### src/rtl/uart_pkg.sv
// ---------------------------------------------------------------------------
// uart_pkg
// Shared constants for the uart_component peripheral: register addresses,
// status register bit positions, interrupt ID encodings and the state
// encoding used by both the receiver and the transmitter.
// ---------------------------------------------------------------------------
package uart_pkg;

  // Register addresses (addr 3..7 are unmapped)
  localparam logic [2:0] UART_CTRL = 3'd0;
  localparam logic [2:0] UART_RX   = 3'd1;
  localparam logic [2:0] UART_TX   = 3'd2;

  // Status / control register bit positions
  localparam int ST_RX_READY  = 0;
  localparam int ST_TX_BUSY   = 1;
  localparam int ST_OVERRUN   = 2;
  localparam int ST_FRAME_ERR = 3;
  localparam int ST_RX_IE     = 4;
  localparam int ST_TX_IE     = 5;

  // Interrupt source IDs
  localparam logic [2:0] IRQ_NONE = 3'd0;
  localparam logic [2:0] IRQ_RX   = 3'd1;
  localparam logic [2:0] IRQ_TX   = 3'd2;
  localparam logic [2:0] IRQ_ERR  = 3'd3;

  // Frame state, shared by RX and TX
  typedef enum logic [1:0] {
    IDLE  = 2'd0,
    START = 2'd1,
    DATA  = 2'd2,
    STOP  = 2'd3
  } uart_state_e;

endpackage

### src/rtl/uart_rx_core.sv
// ---------------------------------------------------------------------------
// uart_rx_core
// 8N1 serial receiver: 2-flop synchronizer, falling-edge start detect,
// start bit re-check at DIV/2, then one sample per bit every DIV clocks.
//
// Ports:
//   clk_i        clock
//   rst_ni       asynchronous active-low reset
//   rx_i         serial input, idle high
//   byte_o       last assembled byte (valid when valid_o pulses)
//   valid_o      one-cycle pulse: byte received with a good stop bit
//   frame_err_o  one-cycle pulse: stop bit sampled low, byte discarded
//   state_o      current receiver state
// ---------------------------------------------------------------------------
module uart_rx_core
  import uart_pkg::*;
#(
  parameter int DIV = 417
) (
  input  logic        clk_i,
  input  logic        rst_ni,
  input  logic        rx_i,
  output logic [7:0]  byte_o,
  output logic        valid_o,
  output logic        frame_err_o,
  output uart_state_e state_o
);

  localparam int CW = $clog2(DIV + 1);
  localparam logic [CW-1:0] CNT_LAST = CW'(DIV - 1);
  localparam logic [CW-1:0] CNT_HALF = CW'(DIV / 2 - 1);

  logic [1:0]    sync_q;
  logic          prev_q;
  uart_state_e   state_q, state_d;
  logic [CW-1:0] cnt_q, cnt_d;
  logic [2:0]    bit_q, bit_d;
  logic [7:0]    shift_q, shift_d;
  logic          valid_q, valid_d;
  logic          ferr_q, ferr_d;

  logic rx_s;
  logic fall;
  assign rx_s = sync_q[1];
  assign fall = prev_q & ~rx_s;

  always_comb begin
    state_d = state_q;
    cnt_d   = cnt_q + 1'b1;
    bit_d   = bit_q;
    shift_d = shift_q;
    valid_d = 1'b0;
    ferr_d  = 1'b0;
    case (state_q)
      IDLE: begin
        cnt_d = '0;
        if (fall) state_d = START;
      end
      START: begin
        // Mid-start re-check: a high line here was only a glitch
        if (cnt_q == CNT_HALF) begin
          cnt_d   = '0;
          bit_d   = 3'd0;
          state_d = rx_s ? IDLE : DATA;
        end
      end
      DATA: begin
        if (cnt_q == CNT_LAST) begin
          cnt_d   = '0;
          shift_d = {rx_s, shift_q[7:1]};
          bit_d   = bit_q + 3'd1;
          if (bit_q == 3'd7) state_d = STOP;
        end
      end
      STOP: begin
        if (cnt_q == CNT_LAST) begin
          cnt_d   = '0;
          state_d = IDLE;
          if (rx_s) valid_d = 1'b1;
          else      ferr_d  = 1'b1;
        end
      end
      default: state_d = IDLE;
    endcase
  end

  always_ff @(posedge clk_i or negedge rst_ni) begin
    if (!rst_ni) begin
      sync_q  <= 2'b11;
      prev_q  <= 1'b1;
      state_q <= IDLE;
      cnt_q   <= '0;
      bit_q   <= 3'd0;
      shift_q <= 8'h00;
      valid_q <= 1'b0;
      ferr_q  <= 1'b0;
    end else begin
      sync_q  <= {sync_q[0], rx_i};
      prev_q  <= rx_s;
      state_q <= state_d;
      cnt_q   <= cnt_d;
      bit_q   <= bit_d;
      shift_q <= shift_d;
      valid_q <= valid_d;
      ferr_q  <= ferr_d;
    end
  end

  assign byte_o      = shift_q;
  assign valid_o     = valid_q;
  assign frame_err_o = ferr_q;
  assign state_o     = state_q;

endmodule

### src/rtl/uart_component.sv
// ---------------------------------------------------------------------------
// uart_component
// Memory-mapped 8N1 UART: control/status, RX buffer and TX buffer registers,
// a one-cycle read handshake and a registered level interrupt with source ID.
// Build option: define UART_DEBUG_EN to drive the registered debug bus
// {rx_state, tx_state, overrun, frame_err, tx_busy, rx_ready}; otherwise
// debug is tied to zero.
//
// Ports:
//   clock      sole clock
//   reset      asynchronous, active-low
//   cs         chip select, active-low
//   wr         write enable, active-low (one write per cs&wr low pulse)
//   rd_strobe  read request; cs=0, wr=1 required
//   rd_busy    high for the cycle after a read is accepted
//   addr       register select
//   in_data    write data
//   out_data   read data, held until the next read
//   rx_in      serial input, idle high
//   tx_out     serial output, idle high
//   irq        level interrupt
//   irq_id     highest-priority pending source
//   debug      debug bus
// ---------------------------------------------------------------------------
module uart_component
  import uart_pkg::*;
#(
  parameter int CLK_FREQ = 48000000,
  parameter int BAUD     = 115200
) (
  input  logic       clock,
  input  logic       reset,
  input  logic       cs,
  output logic       rd_busy,
  input  logic       rd_strobe,
  input  logic       wr,
  input  logic       rx_in,
  output logic       tx_out,
  input  logic [2:0] addr,
  output logic [7:0] out_data,
  input  logic [7:0] in_data,
  output logic       irq,
  output logic [2:0] irq_id,
  output logic [7:0] debug
);

  localparam int DIV = (CLK_FREQ + BAUD / 2) / BAUD;
  localparam int CW  = $clog2(DIV + 1);
  localparam logic [CW-1:0] CNT_LAST = CW'(DIV - 1);

  // Bus access decode. Reads and writes are mutually exclusive through wr.
  logic we_term, we_q, wr_pulse, rd_fire;
  logic wr_ctrl, wr_tx, rd_rx, rd_stat;
  assign we_term  = ~cs & ~wr;
  assign wr_pulse = we_term & ~we_q;
  assign rd_fire  = rd_strobe & ~cs & wr;

  // Receiver
  logic [7:0]  rx_byte;
  logic        rx_valid, rx_frame_err;
  uart_state_e rx_state;

  uart_rx_core #(.DIV(DIV)) u_rx (
    .clk_i       (clock),
    .rst_ni      (reset),
    .rx_i        (rx_in),
    .byte_o      (rx_byte),
    .valid_o     (rx_valid),
    .frame_err_o (rx_frame_err),
    .state_o     (rx_state)
  );

  // Registers
  uart_state_e   tx_state_q, tx_state_d;
  logic [CW-1:0] tx_cnt_q, tx_cnt_d;
  logic [2:0]    tx_bit_q, tx_bit_d;
  logic [7:0]    tx_shift_q, tx_shift_d;
  logic          tx_out_q, tx_out_d;
  logic          tx_done_q, tx_done_d;
  logic          rx_ready_q, rx_ready_d;
  logic [7:0]    rx_data_q, rx_data_d;
  logic          overrun_q, overrun_d;
  logic          frame_err_q, frame_err_d;
  logic          rx_ie_q, rx_ie_d, tx_ie_q, tx_ie_d;
  logic [7:0]    out_data_q, out_data_d;
  logic          rd_busy_q;
  logic          irq_q, irq_d;
  logic [2:0]    irq_id_q, irq_id_d;

  logic       tx_busy, tx_fin;
  logic [7:0] status, rd_mux;
  logic       err_p, rx_p, tx_p;

  assign tx_busy = (tx_state_q != IDLE);
  assign wr_ctrl = wr_pulse & (addr == UART_CTRL);
  assign wr_tx   = wr_pulse & (addr == UART_TX) & ~tx_busy;
  assign rd_rx   = rd_fire & (addr == UART_RX);
  assign rd_stat = rd_fire & (addr == UART_CTRL);

  always_comb begin
    status               = 8'h00;
    status[ST_RX_READY]  = rx_ready_q;
    status[ST_TX_BUSY]   = tx_busy;
    status[ST_OVERRUN]   = overrun_q;
    status[ST_FRAME_ERR] = frame_err_q;
    status[ST_RX_IE]     = rx_ie_q;
    status[ST_TX_IE]     = tx_ie_q;
    case (addr)
      UART_CTRL: rd_mux = status;
      UART_RX:   rd_mux = rx_data_q;
      default:   rd_mux = 8'h00;
    endcase
  end

  // Transmitter: tx_out is registered so the line never glitches
  always_comb begin
    tx_state_d = tx_state_q;
    tx_cnt_d   = tx_cnt_q + 1'b1;
    tx_bit_d   = tx_bit_q;
    tx_shift_d = tx_shift_q;
    tx_out_d   = tx_out_q;
    tx_fin     = 1'b0;
    case (tx_state_q)
      IDLE: begin
        tx_cnt_d = '0;
        if (wr_tx) begin
          tx_state_d = START;
          tx_shift_d = in_data;
          tx_out_d   = 1'b0;
        end
      end
      START: begin
        if (tx_cnt_q == CNT_LAST) begin
          tx_cnt_d   = '0;
          tx_bit_d   = 3'd0;
          tx_out_d   = tx_shift_q[0];
          tx_state_d = DATA;
        end
      end
      DATA: begin
        if (tx_cnt_q == CNT_LAST) begin
          tx_cnt_d = '0;
          if (tx_bit_q == 3'd7) begin
            tx_state_d = STOP;
            tx_out_d   = 1'b1;
          end else begin
            tx_out_d   = tx_shift_q[1];
            tx_shift_d = {1'b0, tx_shift_q[7:1]};
            tx_bit_d   = tx_bit_q + 3'd1;
          end
        end
      end
      STOP: begin
        if (tx_cnt_q == CNT_LAST) begin
          tx_cnt_d   = '0;
          tx_state_d = IDLE;
          tx_fin     = 1'b1;
        end
      end
      default: tx_state_d = IDLE;
    endcase
  end

  // Flags. Clears are applied before sets so a same-edge event is not lost;
  // a read of addr 1 frees the buffer for a byte arriving on the same edge.
  always_comb begin
    rx_ready_d  = rx_ready_q;
    rx_data_d   = rx_data_q;
    overrun_d   = overrun_q;
    frame_err_d = frame_err_q;
    rx_ie_d     = rx_ie_q;
    tx_ie_d     = tx_ie_q;
    tx_done_d   = tx_done_q;
    if (wr_ctrl) begin
      rx_ie_d = in_data[ST_RX_IE];
      tx_ie_d = in_data[ST_TX_IE];
      if (in_data[ST_OVERRUN])   overrun_d   = 1'b0;
      if (in_data[ST_FRAME_ERR]) frame_err_d = 1'b0;
    end
    if (rd_rx) rx_ready_d = 1'b0;
    if (rx_valid) begin
      if (rx_ready_q && !rd_rx) begin
        overrun_d = 1'b1;
      end else begin
        rx_data_d  = rx_byte;
        rx_ready_d = 1'b1;
      end
    end
    if (rx_frame_err) frame_err_d = 1'b1;
    if (wr_tx || rd_stat) tx_done_d = 1'b0;
    if (tx_fin) tx_done_d = 1'b1;

    out_data_d = rd_fire ? rd_mux : out_data_q;

    err_p = (overrun_q | frame_err_q) & rx_ie_q;
    rx_p  = rx_ready_q & rx_ie_q;
    tx_p  = tx_done_q & tx_ie_q;
    irq_d = err_p | rx_p | tx_p;
    if (err_p)     irq_id_d = IRQ_ERR;
    else if (rx_p) irq_id_d = IRQ_RX;
    else if (tx_p) irq_id_d = IRQ_TX;
    else           irq_id_d = IRQ_NONE;
  end

  always_ff @(posedge clock or negedge reset) begin
    if (!reset) begin
      we_q        <= 1'b0;
      tx_state_q  <= IDLE;
      tx_cnt_q    <= '0;
      tx_bit_q    <= 3'd0;
      tx_shift_q  <= 8'h00;
      tx_out_q    <= 1'b1;
      tx_done_q   <= 1'b0;
      rx_ready_q  <= 1'b0;
      rx_data_q   <= 8'h00;
      overrun_q   <= 1'b0;
      frame_err_q <= 1'b0;
      rx_ie_q     <= 1'b0;
      tx_ie_q     <= 1'b0;
      out_data_q  <= 8'h00;
      rd_busy_q   <= 1'b0;
      irq_q       <= 1'b0;
      irq_id_q    <= IRQ_NONE;
    end else begin
      we_q        <= we_term;
      tx_state_q  <= tx_state_d;
      tx_cnt_q    <= tx_cnt_d;
      tx_bit_q    <= tx_bit_d;
      tx_shift_q  <= tx_shift_d;
      tx_out_q    <= tx_out_d;
      tx_done_q   <= tx_done_d;
      rx_ready_q  <= rx_ready_d;
      rx_data_q   <= rx_data_d;
      overrun_q   <= overrun_d;
      frame_err_q <= frame_err_d;
      rx_ie_q     <= rx_ie_d;
      tx_ie_q     <= tx_ie_d;
      out_data_q  <= out_data_d;
      rd_busy_q   <= rd_fire;
      irq_q       <= irq_d;
      irq_id_q    <= irq_id_d;
    end
  end

  assign tx_out   = tx_out_q;
  assign out_data = out_data_q;
  assign rd_busy  = rd_busy_q;
  assign irq      = irq_q;
  assign irq_id   = irq_id_q;

`ifdef UART_DEBUG_EN
  logic [7:0] debug_q;
  always_ff @(posedge clock or negedge reset) begin
    if (!reset) debug_q <= 8'h00;
    else        debug_q <= {rx_state[1:0], tx_state_q[1:0], overrun_q,
                            frame_err_q, tx_busy, rx_ready_q};
  end
  assign debug = debug_q;
`else
  logic unused_dbg;
  assign unused_dbg = ^rx_state;
  assign debug      = 8'h00;
`endif

endmodule

### config.mk
export PLATFORM = sky130hd
export DESIGN_NAME = uart_component
export DESIGN_NICKNAME = d
export VERILOG_FILES = /design/src/rtl/uart_pkg.sv /design/src/rtl/uart_rx_core.sv /design/src/rtl/uart_component.sv
export SDC_FILE = /design/constraint.sdc
export NUM_CORES = 1
export LEC_CHECK = 0
export BUFFER_PORTS_ARGS = -buffer_cell sky130_fd_sc_hd__buf_2
export CORE_AREA = 2 2 84 86
export DETAILED_ROUTE_END_ITERATION = 8
export DIE_AREA = 0 0 86 88
export GPL_TIMING_DRIVEN = 0
export PLACE_DENSITY = 0.79
export SLEW_MARGIN = 20
export SYNTH_ARGS = -nofsm -noshare
export SYNTH_HDL_FRONTEND = slang
export SYNTH_SLANG_ARGS = --single-unit
### constraint.sdc
create_clock -name clock -period 2.7 [get_ports clock]
set_input_delay 0.405 -clock clock [delete_from_list [all_inputs] [get_ports clock]]
set_output_delay 0.405 -clock clock [all_outputs]
set_load 0.03 [all_outputs]
Yosys cells after proc, flatten, opt, wreduce, memory -nomap -nowiden
Cells that the tools add are included.
Cells by class
  add/sub/neg operators: 4
  equal/unequal tests: 24
  multiplexer cells: 58
  bitwise gates (word level): 22
  reductions and logical operators: 25
Operator list (number)
  $pmux 8 s2: 2
  $mux 2: 14
  $mux 9: 3
  $pmux 9 s3: 1
  $mux 1: 24
  $mux 8: 3
  $add 9x1->9 const B: 2
  $eq 9x9->1 const B: 2
  $pmux 9 s2: 1
  $pmux 2 s4: 2
  $mux 3: 5
  $reduce_bool 2->1: 7
  $and 1x1->1: 13
  $ne 2x2->1 const B: 6
  $pmux 3 s2: 2
  $reduce_and 4->1: 3
  $ne 2x1->1 const B: 5
  $reduce_and 5->1: 2
  $eq 9x8->1 const B: 1
  $eq 2x2->1 const B: 4
  $add 3x1->3 const B: 2
  $eq 3x3->1 const B: 2
  $not 1->1: 6
  $reduce_and 2->1: 3
  other kinds (14): 18
Storage, ports and cells
  register bits: 78

Depth between registers and ports, before layout
  word-level depth: 8
  mapped depth: 7

Modules after synthesis
From an unflattened synthesis, not the netlist that was laid out.
Unflattened totals
  cell total of the unflattened synthesis: 312
  area, all modules: 3756.1 sq um
By module, submodules not included
  uart_component: instances 1, cells each 207, area an instance 2476.1 sq um, seq. area each 1252.5 sq um
  uart_rx_core: instances 1, cells each 105, area an instance 1280.0 sq um, seq. area each 679.4 sq um

Worst setup path after synthesis
No wires, ideal clock.
  path kind: register to register
  start: reg tx_state_q[0]
  end: reg tx_shift_q[2]
  setup time: 0.125 ns
  arrival: 1.786 ns
  path slack: 0.789 ns
  cell stages (with the launch flop): 7
  cells stage by stage: dfrtp_1 inv_1 ha_1 clkbuf_1 clkbuf_1 mux2_2 mux2_4
Between the ends
  word-level cells in the longest chain between the ends: 5
Ends and longest elaborated chain
  start: declaration: line uart_component.sv:74  | uart_state_e tx_state_q, tx_state_d;
  start signal: assignment: line uart_component.sv:226  | tx_state_q <= tx_state_d;
  $reduce_bool 2->1: line uart_component.sv:94  | assign tx_busy = (tx_state_q != IDLE);
  $not 1->1: line uart_component.sv:96  | assign wr_tx = wr_pulse & (addr == UART_TX) & ~tx_busy;
  $and 1x1->1: line uart_component.sv:96
  $ne 2x2->1 (no source line)
  $reduce_and 4->1 (no source line)
  end signal: assignment: line uart_component.sv:229  | tx_shift_q <= tx_shift_d;
  end: declaration: line uart_component.sv:77  | logic [7:0] tx_shift_q, tx_shift_d;
Several ways; a longest one is shown, not always the timed one.
A chain may end at the register's enable or synchronous reset.

Final worst setup path
  start: reg tx_state_q[0]
  end: reg tx_shift_q[6]
The elaborated chain is that of the path after synthesis.

==> results.py <==
metrics = {
    "global_route": {
        "grt_pass1_vias": 2534,
        "overflow": 0,
        "grt_antenna_before_repair": 0,
        "grt_usage_pct": 19.4,
        "grt_max_degree": 48,
        "grt_pass1_wl_um": 11300,
    },
    "sta": {
        "final.setup.tns_ns": 0,
        "rsz0062_at_grt": "no",
        "fmax_mhz": 452,
        "period_share_pct": 82.0,
        "min_period_ns": 2.21,
        "fin_skew_ns": 0.00819,
        "hold_violations": 0,
        "relSlewSlack_pct": 37.3,
        "drv_slew": 0,
        "worst_pin_slew_ns": 0.932,
        "setup_viol": 0,
    },
    "clock_tree": {
        "cts_resized": 0,
        "cts.sinks": 77,
        "ctsLongestPathBuffers": 2,
        "tritoncts": "done",
        "h-tree-depth": 3,
        "clk_latency_ns": 0.35,
        "clk_pin_slew_ns": 0.08,
        "cts_buffers": 9,
        "clock-root-buffer": "clkbuf_8",
        "cts_setup_buffers": 0,
    },
    "floorplanning": {
        "design.core.area_um2": 6640,
        "fp.dieArea_um2": 7570,
        "ios": 39,
        "die-height_um": 88,
        "start_util_pct": 56.3,
        "die_w_um": 86,
        "rows": 30,
    },
    "setup_path": {
        "endpoint_kind": "register",
        "critPathKind": "register to register",
        "startpoint": "tx_state_q[0]",
        "r2r_cells": 6,
        "ff2ff_setup_slack_ns": 0.49,
        "cp-start-kind": "register",
        "arrival_ns": 2.45,
        "critPathRequiredTime_ns": 2.93,
        "crit_fanout": 10,
        "rr_endpoint": "tx_shift_q[6]",
        "reg2reg_from": "tx_state_q[0]",
        "endpoint": "tx_shift_q[6]",
    },
    "placement": {
        "port_buffers": 29,
        "placedCellCount": 443,
        "hpwl_um": 4870,
        "place_congestion": 0.911,
    },
    "synthesis": {
        "synth_most_common_cell": "dfrtp_1",
        "synthTopCellsByArea": "dfrtp_1 49%, mux2_2 7.2%, ha_1 6.0%",
        "synth_edf_count": 0,
        "yosys_warnings": 0,
        "yosys.area.top_type": "dfrtp_1",
        "synth_top_area_share_pct": 48.8,
        "ys_types": 54,
        "async_reset_ff_share_pct": 100,
        "netlist_top_cells_count": "73 x dfrtp_1, 30 x nor2_1, 29 x nand2_1",
        "synthFlopType": "dfrtp_1",
        "syn_avg_cell_area_um2": 11.5,
        "synth-seq-area-share_pct": 51.7,
        "synth-seq-cells": 77,
        "syn_inst": 325,
        "syn_area_um2": 3740,
    },
    "power_and_ir_drop": {
        "switching_share_pct": 29.1,
        "power_switching_uw": 753,
        "power_density_nw_per_um2": 608,
        "combinationalPowerShare_pct": 17.7,
        "peakVddDrop_mv": 0.535,
        "clockPowerShare_pct": 33.4,
        "power.share.sequential_pct": 48.9,
        "internal_power_uw": 1830,
        "leakage_uw": 0.00214,
    },
    "final_layout": {
        "regArea_um2": 1930,
        "n_antenna_cell": 0,
        "nNetsFinal": 410,
        "fin_cells": 460,
        "final.fill_count": 516,
        "multiInputGateArea_um2": 1650,
        "layout-drive-gt1-share_pct": 27.4,
        "syn_to_final_growth_pct": 13.8,
    },
    "run": {
        "drv_cap": 0,
    },
    "drt": {
        "vias": 2518,
        "drc": 0,
        "antenna_left": 0,
        "wl_um": 6710,
        "viasPerCell": 5.47,
        "dr.pass1.iters": 4,
        "drtIter0Drc": 110,
        "wl_per_cell_um": 14.6,
    },
    "outcome": {
        "status": "finished, final reports clean",
    },
    "min_path": {
        "hp-class": "input pin to register",
    },
}
-- layout make-up --
cell class	instances	area share, %
sequential	77	45.4
multi-input combinational	218	38.8
timing repair buffer	31	4.35
clock buffer	10	3.24
buffer	17	2.53
tap	80	2.35
inverter	21	1.85
clock inverter	6	1.44
-- sequential cells by signal (all words and copies together) (netlist names), 2 cells and up, named ones only --
name         cells
u_rx.cnt_q       9
tx_cnt_q         9
rx_data_q        8
u_rx.byte_o      8
u_rx.bit_q       3
tx_state_q       2
irq_id           2
tx_bit_q         3
u_rx.sync_q      2
out_data         8
tx_shift_q       8
-- layer usage --
layer	part of all wire [%]	track usage (%)
met2	49	32.6
met4	3.0	11.8
met5	0	0
met3	3.6	4.15
met1	44	22.8
-- how the worst min path moves through the flow --
stage	slack (ns)	endpoint	from	cells past startpoint
2_1_floorplan	0.11	async pin	reset	0
3_3_place_gp	0.35	u_rx.sync_q[1]	u_rx.sync_q[0]	0
3_5_place_dp	0.35	u_rx.sync_q[1]	u_rx.sync_q[0]	0
4_1_cts	0.14	u_rx.sync_q[0]	rx_in	1
5_1_grt	0.12	u_rx.sync_q[0]	rx_in	1
6_report	0.15	u_rx.sync_q[0]	rx_in	1
-- worst max-delay path: stages (launching register included) --
cell	delay [ns]
dfrtp_1	0.43
inv_1	0.15
ha_1	0.16
clkbuf_1	0.25
clkbuf_1	0.45
mux2_2	0.39
mux2_4	0.27
-- stage by stage --
stage          hold slack [ns]  area (µm²)  power (µW)  utilization, %  worst slack (ns)
2_1_floorplan            0.109        3770        1610               -             0.789
3_3_place_gp             0.345        4020        1730            60.4             0.572
3_5_place_dp             0.350        4050        1750            60.9             0.518
4_1_cts                  0.137        4250        2610            64.0             0.496
5_1_grt                  0.125        4250        2730            64.0             0.358
6_report                 0.153        4250        2590            64.0             0.486
-- power by group through the flow --
stage	Sequential, µW	Clock, µW	Combinational, µW
final	1260	865	457
after global routing	1270	940	519
after CTS	1260	885	463
after detailed placement	1290	0	459
after global placement	1280	0	443
after floorplan	1300	0	304
-- timing repair --
action	4_1_cts	5_1_grt
hold endpoints to repair	4	0
endpoints found under the setup margin	0	0
hold buffers	1	0
-- layout by cell type (no fill, tap or decap), types with 7 or more instances in the layout --
cell	netlist	routed
mux2_4	7	7
ha_1	18	18
conb_1	1	9
buf_2	2	30
dfrtp_1	73	73
mux2_2	24	24
nand2_1	29	29
clkbuf_8	0	10
buf_4	9	10
xnor2_1	10	10
inv_1	21	21
o21ai_0	10	10
nand3_1	11	11
nor2_1	30	30
-- logic make-up (layout without fill, tap and decap cells) --
| kind of cell | after synthesis | in the layout | synth area share (%) |
|---|---|---|---|
| adders and majority gates | 18 | 18 | 6.02 |
| muxes | 35 | 35 | 11.1 |
| and+or+nand+nor | 101 | 101 | 13.7 |
| other | 1 | 9 | 0.100 |
| xor gates and xnor gates | 14 | 14 | 3.28 |
| buffers and inverters | 38 | 85 | 4.98 |
| DFF | 77 | 77 | 51.7 |
| AOI/OAI and AO/OA | 41 | 41 | 9.17 |
(Power assumes the default switching activity.)
